==> config.mk <==
export PLATFORM = sky130hd
export DESIGN_NAME = axi_llc_read_unit
export DESIGN_NICKNAME = d
export VERILOG_FILES = /design/src/rtl/axi_llc_read_unit.sv
export SDC_FILE = /design/constraint.sdc
export NUM_CORES = 1
export LEC_CHECK = 0
export CAP_MARGIN = 10
export CORE_ASPECT_RATIO = 0.75
export CORE_UTILIZATION = 49
export CTS_CLUSTER_DIAMETER = 80
export DETAILED_ROUTE_END_ITERATION = 8
export GPL_TIMING_DRIVEN = 0
export PLACE_DENSITY = 0.81
export SETUP_SLACK_MARGIN = 0.2
export SLEW_MARGIN = 20
export SYNTH_ARGS = -nofsm -noshare
export SYNTH_HDL_FRONTEND = slang
export SYNTH_SLANG_ARGS = --single-unit
==> constraint.sdc <==
create_clock -name clk_i -period 2.8 [get_ports clk_i]
set_input_delay 0.28 -clock clk_i [delete_from_list [all_inputs] [get_ports clk_i]]
set_output_delay 0.28 -clock clk_i [all_outputs]
set_load 0.005 [all_outputs]
==> src/rtl/axi_llc_read_unit.sv <==
// Read unit of the LLC: turns read descriptors into per-beat data-way reads,
// pairs the returned way data with in-order beat metadata and emits AXI R beats.
package axi_llc_read_pkg;
   localparam int unsigned IdWidth           = 4;
   localparam int unsigned AddrWidth         = 16;
   localparam int unsigned DataWidth         = 64;
   localparam int unsigned IndexLength       = 5;
   localparam int unsigned BlockOffsetLength = 3;
   localparam int unsigned ByteOffsetLength  = 3;
   localparam int unsigned SetAssociativity  = 4;

   typedef struct packed {
      logic [31:0] ByteOffsetLength;
      logic [31:0] BlockOffsetLength;
      logic [31:0] IndexLength;
   } llc_cfg_t;

   typedef struct packed {
      logic [31:0] IdWidth;
      logic [31:0] AddrWidthFull;
      logic [31:0] DataWidth;
   } llc_axi_cfg_t;

   localparam llc_cfg_t LlcCfgDefault = '{ByteOffsetLength: 32'd3, BlockOffsetLength: 32'd3,
                                          IndexLength: 32'd5};
   localparam llc_axi_cfg_t LlcAxiCfgDefault = '{IdWidth: 32'd4, AddrWidthFull: 32'd16,
                                                 DataWidth: 32'd64};

   localparam logic [1:0] BURST_FIXED = 2'b00;
   localparam logic [1:0] BURST_INCR  = 2'b01;
   localparam logic [1:0] RESP_OKAY   = 2'b00;
   localparam logic [1:0] RESP_SLVERR = 2'b10;

   typedef enum logic [1:0] {EvictUnit, RefilUnit, WChanUnit, RChanUnit} cache_unit_e;

   typedef struct packed {
      logic [IdWidth-1:0]          a_x_id;
      logic [AddrWidth-1:0]        a_x_addr;
      logic [7:0]                  a_x_len;
      logic [2:0]                  a_x_size;
      logic [1:0]                  a_x_burst;
      logic [1:0]                  x_resp;
      logic                        x_last;
      logic [SetAssociativity-1:0] way_ind;
      logic [IndexLength-1:0]      index_partition;
   } desc_t;

   typedef struct packed {
      cache_unit_e                 cache_unit;
      logic [SetAssociativity-1:0] way_ind;
      logic [IndexLength-1:0]      line_addr;
      logic [BlockOffsetLength-1:0] blk_offset;
      logic                        we;
      logic [DataWidth/8-1:0]      strb;
      logic [DataWidth-1:0]        data;
   } way_inp_t;

   typedef struct packed {
      cache_unit_e          cache_unit;
      logic [DataWidth-1:0] data;
   } way_oup_t;

   typedef struct packed {
      logic [IndexLength-1:0]      index;
      logic [SetAssociativity-1:0] way_ind;
   } lock_t;

   typedef struct packed {
      logic [IdWidth-1:0]   id;
      logic [DataWidth-1:0] data;
      logic [1:0]           resp;
      logic                 last;
   } r_chan_t;
endpackage

module axi_llc_read_unit
   import axi_llc_read_pkg::*;
#(
   parameter llc_cfg_t     Cfg       = LlcCfgDefault,
   parameter llc_axi_cfg_t AxiCfg    = LlcAxiCfgDefault,
   parameter int unsigned  MetaDepth = 4
) (
   input  logic     clk_i,
   input  logic     rst_ni,
   input  logic     test_i,
   input  desc_t    desc_i,
   input  logic     desc_valid_i,
   output logic     desc_ready_o,
   output way_inp_t way_inp_o,
   output logic     way_inp_valid_o,
   input  logic     way_inp_ready_i,
   input  way_oup_t way_out_i,
   input  logic     way_out_valid_i,
   output logic     way_out_ready_o,
   output r_chan_t  r_chan_slv_o,
   output logic     r_chan_valid_o,
   input  logic     r_chan_ready_i,
   output lock_t    r_unlock_o,
   output logic     r_unlock_req_o,
   input  logic     r_unlock_gnt_i
);
   localparam int unsigned ByteOffLen = Cfg.ByteOffsetLength;
   localparam int unsigned BlkOffLen  = Cfg.BlockOffsetLength;
   localparam int unsigned IdxLen     = Cfg.IndexLength;
   localparam int unsigned AW         = AxiCfg.AddrWidthFull;
   localparam int unsigned PtrW       = (MetaDepth > 1) ? $clog2(MetaDepth) : 1;
   localparam int unsigned CntW       = $clog2(MetaDepth + 1);

   typedef enum logic {IDLE, BUSY} state_e;

   typedef struct packed {
      logic [IdWidth-1:0] id;
      logic [1:0]         resp;
      logic               last;
      logic               err;
   } meta_t;

   state_e          state_q, state_d;
   desc_t           desc_q, desc_d;
   logic            issue, is_err;
   logic [AW-1:0]   num_bytes, next_addr;

   meta_t           meta_q [MetaDepth];
   meta_t           meta_in, head;
   logic [PtrW-1:0] wr_ptr_q, rd_ptr_q;
   logic [CntW-1:0] count_q;
   logic            meta_full, meta_valid, pop;

   r_chan_t         r_in, a_q, b_q;
   logic            a_full_q, b_full_q, spill_ready, r_in_valid;
   logic            a_fill, a_drain, b_fill, b_drain;
   logic            unused_inputs;

   assign unused_inputs = ^{test_i, way_out_i.cache_unit};

   assign is_err    = (desc_q.x_resp == RESP_SLVERR);
   assign num_bytes = {{(AW-1){1'b0}}, 1'b1} << desc_q.a_x_size;
   assign next_addr = (desc_q.a_x_addr + num_bytes) & ~(num_bytes - {{(AW-1){1'b0}}, 1'b1});

   assign way_inp_o.cache_unit = RChanUnit;
   assign way_inp_o.way_ind    = desc_q.way_ind;
   assign way_inp_o.line_addr  = desc_q.index_partition[IdxLen-1:0];
   assign way_inp_o.blk_offset = desc_q.a_x_addr[ByteOffLen +: BlkOffLen];
   assign way_inp_o.we         = 1'b0;
   assign way_inp_o.strb       = '0;
   assign way_inp_o.data       = '0;

   assign r_unlock_o.index   = desc_q.index_partition;
   assign r_unlock_o.way_ind = desc_q.way_ind;

   // Issue FSM: accept descriptors, issue one beat per eligible cycle, unlock on the last beat
   always_comb begin
      state_d         = state_q;
      desc_d          = desc_q;
      desc_ready_o    = 1'b0;
      way_inp_valid_o = 1'b0;
      issue           = 1'b0;
      r_unlock_req_o  = 1'b0;
      unique case (state_q)
         IDLE: begin
            desc_ready_o = 1'b1;
            if (desc_valid_i) begin
               desc_d  = desc_i;
               state_d = BUSY;
            end
         end
         BUSY: begin
            if (r_unlock_gnt_i && !meta_full) begin
               if (is_err) begin
                  issue = 1'b1;
               end else begin
                  way_inp_valid_o = 1'b1;
                  issue           = way_inp_ready_i;
               end
               if (issue) begin
                  if (desc_q.a_x_len != '0) begin
                     desc_d.a_x_len = desc_q.a_x_len - 8'd1;
                     if (desc_q.a_x_burst != BURST_FIXED) desc_d.a_x_addr = next_addr;
                  end else begin
                     r_unlock_req_o = 1'b1;
                     desc_ready_o   = 1'b1;
                     if (desc_valid_i) desc_d = desc_i;
                     else              state_d = IDLE;
                  end
               end
            end
         end
         default: state_d = IDLE;
      endcase
   end

   // Issue FSM state and descriptor registers
   always_ff @(posedge clk_i or negedge rst_ni) begin
      if (!rst_ni) begin
         state_q <= IDLE;
         desc_q  <= '0;
      end else begin
         state_q <= state_d;
         desc_q  <= desc_d;
      end
   end

   assign meta_in.id   = desc_q.a_x_id;
   assign meta_in.resp = desc_q.x_resp;
   assign meta_in.last = desc_q.x_last && (desc_q.a_x_len == '0);
   assign meta_in.err  = is_err;
   assign meta_full    = (count_q == CntW'(MetaDepth));
   assign meta_valid   = (count_q != '0);
   assign head         = meta_q[rd_ptr_q];

   // In-order beat metadata FIFO; full blocks a push even when a pop happens in the same cycle
   always_ff @(posedge clk_i or negedge rst_ni) begin
      if (!rst_ni) begin
         for (int unsigned i = 0; i < MetaDepth; i++) meta_q[i] <= '0;
         wr_ptr_q <= '0;
         rd_ptr_q <= '0;
         count_q  <= '0;
      end else begin
         if (issue) begin
            meta_q[wr_ptr_q] <= meta_in;
            wr_ptr_q <= (wr_ptr_q == PtrW'(MetaDepth - 1)) ? '0 : wr_ptr_q + PtrW'(1);
         end
         if (pop) rd_ptr_q <= (rd_ptr_q == PtrW'(MetaDepth - 1)) ? '0 : rd_ptr_q + PtrW'(1);
         if (issue && !pop)      count_q <= count_q + CntW'(1);
         else if (pop && !issue) count_q <= count_q - CntW'(1);
      end
   end

   assign r_in_valid      = meta_valid && (head.err || way_out_valid_i);
   assign spill_ready     = !a_full_q || !b_full_q;
   assign pop             = r_in_valid && spill_ready;
   assign way_out_ready_o = meta_valid && !head.err && spill_ready;
   assign r_in.id         = head.id;
   assign r_in.resp       = head.err ? RESP_SLVERR : head.resp;
   assign r_in.data       = head.err ? '0 : way_out_i.data;
   assign r_in.last       = head.last;

   // Two-slot spill register: A takes new beats, B parks the older beat while R is stalled
   assign a_fill         = pop;
   assign a_drain        = a_full_q && !b_full_q;
   assign b_fill         = a_drain && !r_chan_ready_i;
   assign b_drain        = b_full_q && r_chan_ready_i;
   assign r_chan_valid_o = a_full_q || b_full_q;
   assign r_chan_slv_o   = b_full_q ? b_q : a_q;

   // Spill register slots
   always_ff @(posedge clk_i or negedge rst_ni) begin
      if (!rst_ni) begin
         a_full_q <= 1'b0;
         b_full_q <= 1'b0;
         a_q      <= '0;
         b_q      <= '0;
      end else begin
         if (a_fill || a_drain) a_full_q <= a_fill || !a_drain;
         if (a_fill)            a_q      <= r_in;
         if (b_fill || b_drain) b_full_q <= b_fill || !b_drain;
         if (b_fill)            b_q      <= a_q;
      end
   end

   // Returned way data must always have a pending beat to pair with
   way_out_has_meta: assert property (@(posedge clk_i) disable iff (!rst_ni)
                                      way_out_valid_i |-> meta_valid);
endmodule

# Word level (Yosys, flattened, before mapping)
# Index checks and enable logic that the tools add are counted.
word_totals:
  regBits: 229
  in_bits: 119
  output_inout_bits: 172
  wordCells: 138
classes:
  add_sub_neg: 7
  order_cmp: 3
  n_eq_ne: 8
  shifts: 1
  n_mux: 39
  bitwise: 5
  n_reduce_logical: 36
op_table:
  columns: ["operator", "n"]
  rows:
  - ["45-bit two-way mux", 3]
  - ["45-bit one-hot mux with 2 select lines", 1]
  - ["71-bit two-way mux", 1]
  - ["64-bit two-way mux", 1]
  - ["32-bit bitwise mux", 1]
  - ["24-bit two-way mux", 1]
  - ["8-bit two-way mux", 3]
  - ["17-bit two-way mux", 1]
  - ["16-bit adder", 1]
  - ["16-bit bitwise AND", 1]
  - ["8-bit binary-select mux with 2-bit select", 1]
  - ["8-bit demux with 2-bit select", 1]
  - ["1-bit two-way mux", 16]
  - ["16-bit two-way mux", 1]
  - ["16-bit inverter", 1]
  - ["1-bit by 3-bit left shift with 16-bit output, first input constant", 1]
  - ["16-bit by 1-bit subtractor with 16-bit output, second input constant", 1]
  - ["1-bit logical AND", 12]
  - ["1-bit zero test", 9]
  - ["8-bit zero test", 1]
  - ["8-bit nonzero test", 1]
  - ["8-bit by 1-bit subtractor with 8-bit output, second input constant", 1]
  - ["1-bit logical OR", 7]
  - ["2-bit equality test, second input constant", 3]
  - ["other kinds (19)", 29]

# Longest topological paths before layout
# Gate-level depths: netlist of run 1.
logic_depth:
  depth_word: 11
  ltp_mapped: 11
  depth_no_buf: 9

# Least setup slack after synthesis of run 1
# Ideal clock, no wire load.
synth_timing:
  path_type: "register to register"
  start: "register rd_ptr_q[0]"
  end: "register count_q[2]"
  setup_time_ps: 79
  arrival_ps: 2471
  required_ps: 2721
  setup_slack_ps: 250
  stages_incl_launch_ff: 12
  path_buffers: 2
  period_less_slack_ps: 2550
  path_cell_list: "dfrtp_1 -> buf_6 -> mux4_2 -> nor2_1 -> or2_1 -> buf_2 -> ha_1 -> inv_1 -> fa_1 -> xor2_1 -> nor2_1 -> xor2_1"
synth_via:
  elab_chain_len: 10
  word_cells_on_any_way: 12
  cone_classes: "mux: 4; bitwise: 1; reduce/logical: 7"
synth_rtl:
  columns: ["item", "line", "text"]
  rows:
  - ["start: declaration", "125", "logic [PtrW-1:0] wr_ptr_q, rd_ptr_q;"]
  - ["start signal: assignment", "223", "if (pop) rd_ptr_q <= (rd_ptr_q == PtrW'(MetaDepth - 1)) ? '0 : rd_ptr_q + PtrW'(1);"]
  - ["2-bit inverter with 3-bit output (not written as such) (*)", "209", "assign head = meta_q[rd_ptr_q];"]
  - ["8-bit binary-select mux with 2-bit select (*)", "209", null]
  - ["8-bit two-way mux (not written as such) (*) (2 in series)", "209", null]
  - ["1-bit logical OR (*)", "229", "assign r_in_valid = meta_valid && (head.err || way_out_valid_i);"]
  - ["1-bit logical AND (*)", "229", null]
  - ["1-bit logical AND (*)", "231", "assign pop = r_in_valid && spill_ready;"]
  - ["1-bit zero test", "224", "if (issue && !pop) count_q <= count_q + CntW'(1);"]
  - ["1-bit logical AND", "224", null]
  - ["3-bit two-way mux / 2-bit nonzero test (equally long branches)", null, null]
  - ["end signal: assignment", "224", null]
  - ["end signal: assignment", "225", "else if (pop && !issue) count_q <= count_q - CntW'(1);"]
  - ["end: declaration", "126", "logic [CntW-1:0] count_q;"]
# Every way passes the cells marked *; elsewhere a longest branch is shown, timed or not. The select of a mux whose other input is x is not followed.
# A chain may end at the register's enable or synchronous reset.

# Worst setup path after layout of run 1
# Ends and elaborated chain as after synthesis.

==> results of run 1 <==
state kept, by name (all words and copies together), names as in the netlist:
signal and flops:
meta_q 32, a_q 71, r_unlock_o 9, b_full_q 1, state_q 1, wr_ptr_q 2, desc_q 23, b_q 71
count_q 3, a_full_q 1, way_inp_o 3, rd_ptr_q 2
report_power, final:
part	internal, mW	total (mW)	switching [mW]
combinational	4.13	6.71	2.58
clock	1.94	3.19	1.25
sequential	4.53	5.45	0.926
cells in the mapped netlist (all sizes together) (3+ instances only):
master and n:
o21ai 25, buf 121, nor4 3, ha 10, inv 14, mux4 8, clkbuf 20, nand3 8
nor2 18, and3 4, mux2 195, a21oi 15, xor2 3, nor3b 6, a22o 65, nand2 35
xnor2 4, o22ai 3, dfrtp 219, o2bb2a 4, a21o 3, nor3 9
routing by layer:
layer | up-vias | routed length [um] | track usage [%]
met1 | 3729 | 11500 | 31.5
met2 | 247 | 11600 | 34.2
li1 | 3482 | - | -
met4 | 0 | 538 | 5.05
met3 | 48 | 1330 | 3.67
met5 | - | 0 | 0
worst max-delay path, delay by kind of cell, from the launching register on:
family | cells | cell delay, ns
adders and majority gates | 2 | 0.54
muxes | 1 | 0.53
DFF | 1 | 0.38
and+or+nand+nor | 3 | 0.38
xor gates and xnor gates | 2 | 0.34
buffers and inverters | 3 | 0.27
cells by family after synthesis:
| family | Yosys count |
|---|---|
| and+or+nand+nor | 99 |
| buffers and inverters | 155 |
| AOI/OAI and AO/OA | 137 |
| adders and majority gates | 11 |
| DFF | 219 |
| xor gates and xnor gates | 7 |
| other | 2 |
| muxes | 203 |
repair_timing:
action                     4_1_cts  5_1_grt
hold buffers                     1        0
setup buffers                    8       10
pin swaps                        1        3
gates resized for setup         36       12
setup endpoints to repair       65        6
hold endpoints to repair        26        0
area by class of cell:
type,count,share of cell area [%]
Tap cell,288,2.47
Buffer,141,7.40
Clock inverter,12,1.20
Timing Repair Buffer,223,15.3
Inverter,14,0.360
Sequential cell,219,37.6
Multi-Input combinational cell,532,31.5
Clock buffer,28,4.21
path summary, 6_finish.rpt:
check	cells after the start	slack [ns]	startpoint	end
min in group clk_i	2	0.36	r_chan_ready_i	b_full_q
max in group asynchronous	3	1.80	rst_ni	b_q[55]
max reg2reg	11	0.27	rd_ptr_q[0]	count_q[2]
min reg2reg	2	0.48	meta_q[24]	meta_q[24]
max	11	0.27	rd_ptr_q[0]	count_q[2]
min	2	0.23	rst_ni	way_inp_o[73]
per-stage QoR:
stage / instances / hold slack [ns] / TNS [ns] / utilization, % / instance area [um2]
2_1_floorplan: 906 / -0.0156 / 0 / - / 11100
3_3_place_gp: 1396 / 0.459 / -1709.36 / 63.0 / 13500
3_5_place_dp: 1398 / 0.153 / -0.0454 / 63.3 / 13500
4_1_cts: 1447 / 0.217 / 0 / 67.8 / 14500
5_1_grt: 1457 / 0.240 / 0 / 68.3 / 14600
6_report: 1457 / 0.232 / 0 / 68.3 / 14600
==> impl_metrics.yaml, run 1 <==
global_routing:
  grt.total_usage_pct: 21.7
  overflow: 0
  grt_pass1_vias: 7326
  grt_pass1_wl_mm: 39.4
  antenna_found_initial: 0
  grt_max_degree: 98
logic_synthesis:
  ys_ff_latch: 219
  synthCells: 833
  synth.avg_cell_area_um2: 13.0
  ys_top_cells_by_area: "dfrtp_1, mux2_2, buf_4"
  syn_area_mm2: 0.0108
  synth_seq_area_share_pct: 50.7
  synth_top_family_by_area: "multiplexers"
  synth_top_area_share_pct: 50.7
  muxShareOfSynthArea_pct: 22.7
  ys_types: 68
  synth_flop_cell: "dfrtp_1"
  synth-adder-area-share_pct: 1.34
  synthXorXnorAreaFrac_pct: 0.567
  synth_edf_count: 0
  synthSimpleGateAreaFrac_pct: 4.81
  yosysTopAreaCell: "dfrtp_1"
  synth_compound_area_share_pct: 9.85
  synth_warnings: 0
  synthArstFlopShare_pct: 100
critical_path:
  critical_path_required_ns: 3.22
  path_max_fanout: 2
  slowest_delay_ns: 0.53
  setup.worst_path.class: "reg2reg"
  end_kind: "flop"
  worstSetupStartpointType: "flop"
  crit_chain: "buf_8, mux4_2, nor2_2, or2_1, buf_6, ha_2, inv_1, fa_1, xor2_1, nor2_1, xor2_1"
  path_common_cell: "xor2_1"
  crit_slowest_cell: "mux4_2"
  critical_path_arrival_ns: 2.94
layout:
  fillers: 1560
  nNetsFinal: 1284
  final_common_cell: "dfrtp_1"
  drive_gt1_share_pct: 34.0
  seq_area_mm2: 0.00549
  area_growth_pct: 35.0
  multi_input_area_mm2: 0.00459
  diodes: 0
  layout_common_cells: "dfrtp_1, clkdlybuf4s50_1, mux2_2"
floorplan:
  coreArea_mm2: 0.0214
  die_y_um: 131
  die-area_mm2: 0.0227
  die_x_um: 173
  row_count: 46
  initial_utilization_pct: 50.6
  ios: 291
power:
  p_total_mw: 15.3
  vdd_drop_max_mv: 0.488
  power_density_mw_per_mm2: 1050
  power_leakage_nw: 6.79
drt:
  drc_errors: 0
  first_pass_iters: 5
  routed-via-count: 7506
  drt-wirelength-per-cell_um: 17.1
  drt.antenna.violating_nets: 0
  routed_via_density: 5.15
  postRouteWirelength_mm: 24.9
  first_iter_violations: 469
sta:
  hold_viol: 0
  slew_headroom_pct: 57.0
  setup-violations-final: 0
  worstMarginPinSlew_ns: 0.644
  slew_viol_final: 0
  fmax_mhz: 396
  grt_setup_unrepaired: "yes"
  fin_skew_ns: 0.0129
  fin_ws_ns: 0.274
  period_share_pct: 90.2
  min_period_ns: 2.53
placement:
  io_buffer_count: 202
  place.gp.congestion: 0.872
  dp_hpwl_mm: 17.5
  place_ws_ns: -0.0419
cts:
  h-tree-depth: 1
  insertion_delay_ns: 0.50
  cts_tree: "built"
  clock-sinks: 219
  cts-buffers-inserted: 23
  cts_root_buf: "clkbuf_16"
  cts_buffer_depth: 3
  cts.clk_slew.worst_paths_ns: 0.07
flow_run:
  maxCapViolCount: 0
status:
  status: "finished, final reports clean"
worst_hold_path:
  min_path_type: "in2async"
Power figures use the tool's default switching activity.
==> run 2: changes to the inputs <==
--- a/config.mk
+++ b/config.mk
@@ -5,6 +5,7 @@
 export SDC_FILE = /design/constraint.sdc
 export NUM_CORES = 1
 export LEC_CHECK = 0
+export ABC_CLOCK_PERIOD_IN_PS = 2800
 export CAP_MARGIN = 10
 export CORE_ASPECT_RATIO = 0.75
 export CORE_UTILIZATION = 49
==> results of run 2 <==
No change in the layout: final DEF, timing and power equal those of run 1.
==> RTL change: new RTL, flow settings as in run 1 <==
The parameter `MetaDepth` goes from 4 to 2.
--- a/src/rtl/axi_llc_read_unit.sv
+++ b/src/rtl/axi_llc_read_unit.sv
@@ -78,7 +78,7 @@
 #(
    parameter llc_cfg_t     Cfg       = LlcCfgDefault,
    parameter llc_axi_cfg_t AxiCfg    = LlcAxiCfgDefault,
-   parameter int unsigned  MetaDepth = 4
+   parameter int unsigned  MetaDepth = 2
 ) (
    input  logic     clk_i,
    input  logic     rst_ni,
Function: changed (a bounded check fails within 4 cycles, from zero or initial values and one cycle with rst_ni low).
==> RTL change against run 1 <==
- sequential share of layout area up 0.64 points
- cell area down 10%
- sequential cell count down 19
- setup slack better by 0.039 ns
- area after synthesis down 10%
- total power down 10%
- wire length down 12%
- largest power group unchanged
- highest routed layer is now met5
==> RTL change: results (changes against run 1) <==
| Metric | Value |
|---|---|
| Multi-input gate count | `496 (-6.8%)` |
| Final GP Congestion | `0.8509 (-2.4%)` |
| Antenna violations before repair | `1 (+1)` |
| Routed wire per std cell | `16.38 um (-4.3%)` |
| Non-clock inverter count in the final layout | `12 (-2)` |
| GR Util met3 | `5.628% (+2.0 points)` |
| Max_slew headroom | `53.59% (-3.4 points)` |
| Worst Path Arrival | `2.21 ns (-0.73 ns)` |
| Met2 WL | `10060 um (-13%)` |
| Reg-to-Reg Start | `desc_q[17]` |
| Leakage power | `6.039 nW (-11%)` |
| Synth area leaders | `dfrtp_1 52%, mux2_2 21%, buf_4 7.6%` |
| Regs by FF count | `a_q: 71 flops, b_q: 71 flops, desc_q: 23 flops` |
| Sequential area share after synthesis | `51.63% (+0.91 points)` |
| Syn Area/Cell | `12.49 um2 (-3.7%)` |
| CTS Buffer Depth | `2 (-1)` |
| Clk. pwr | `2.51 mW (-21%)` |
| Status | `completed` |
| Fin util | `67.53% (-0.76 points)` |
| Total power | `13.75 mW (-10%)` |
| Vias in the first global route | `6580 (-10%)` |
| Multi-input logic area | `4021 um2 (-12%)` |
| First-pass GRT wire length | `33910 um (-14%)` |
| Net Sw Frac | `32.87% (+1.9 points)` |
| Post-synth top area share | `51.63% (+0.91 points)` |
| CP delay by family, top | `buffers and inverters` |
| Data buffer area share | `23.54% (+0.85 points)` |
| DR vias/cell | `5.126 (-0.50%)` |
| Logic power comb | `6.25 mW (-6.9%)` |
| H-tree levels | `4 (+3)` |
| Largest net degree at the start of global routing | `97 (-1.0%)` |
| Fraction of area in registers | `38.25% (+0.64 points)` |
| Clock-cell share of area | `4.714% (-0.70 points)` |
==> RTL change: final timing paths <==
path                                        to  depth (start not counted)  slack, ns
max in group asynchronous           count_q[1]                          4       1.39
worst max register to register      desc_q[16]                          9       0.36
worst min-delay path                   a_q[60]                          2       0.29
worst min register to register       meta_q[1]                          2       0.48
worst max-delay path            r_unlock_req_o                          4       0.31
min in group clk_i                  desc_q[14]                          3       0.41
==> RTL change: repair_timing <==
action	4_1_cts	5_1_grt
setup endpoints to repair	107	117
hold endpoints to repair	27	0
setup buffers	1	3
gates resized for setup	22	13
pin swaps	0	1
hold buffers	1	0
==> RTL change: logic make-up after synthesis <==
family	count (synthesis)	share of synthesized area [%]
flip-flops	200	51.63
multiplexers	186	21.52
buffers and inverters	153	9.913
AO/OA/AOI/OAI	141	11.28
AND/OR/NAND/NOR	78	3.937
XOR/XNOR	11	0.9940
adder cells (fa/ha/maj)	5	0.6454
other	2	0.07748
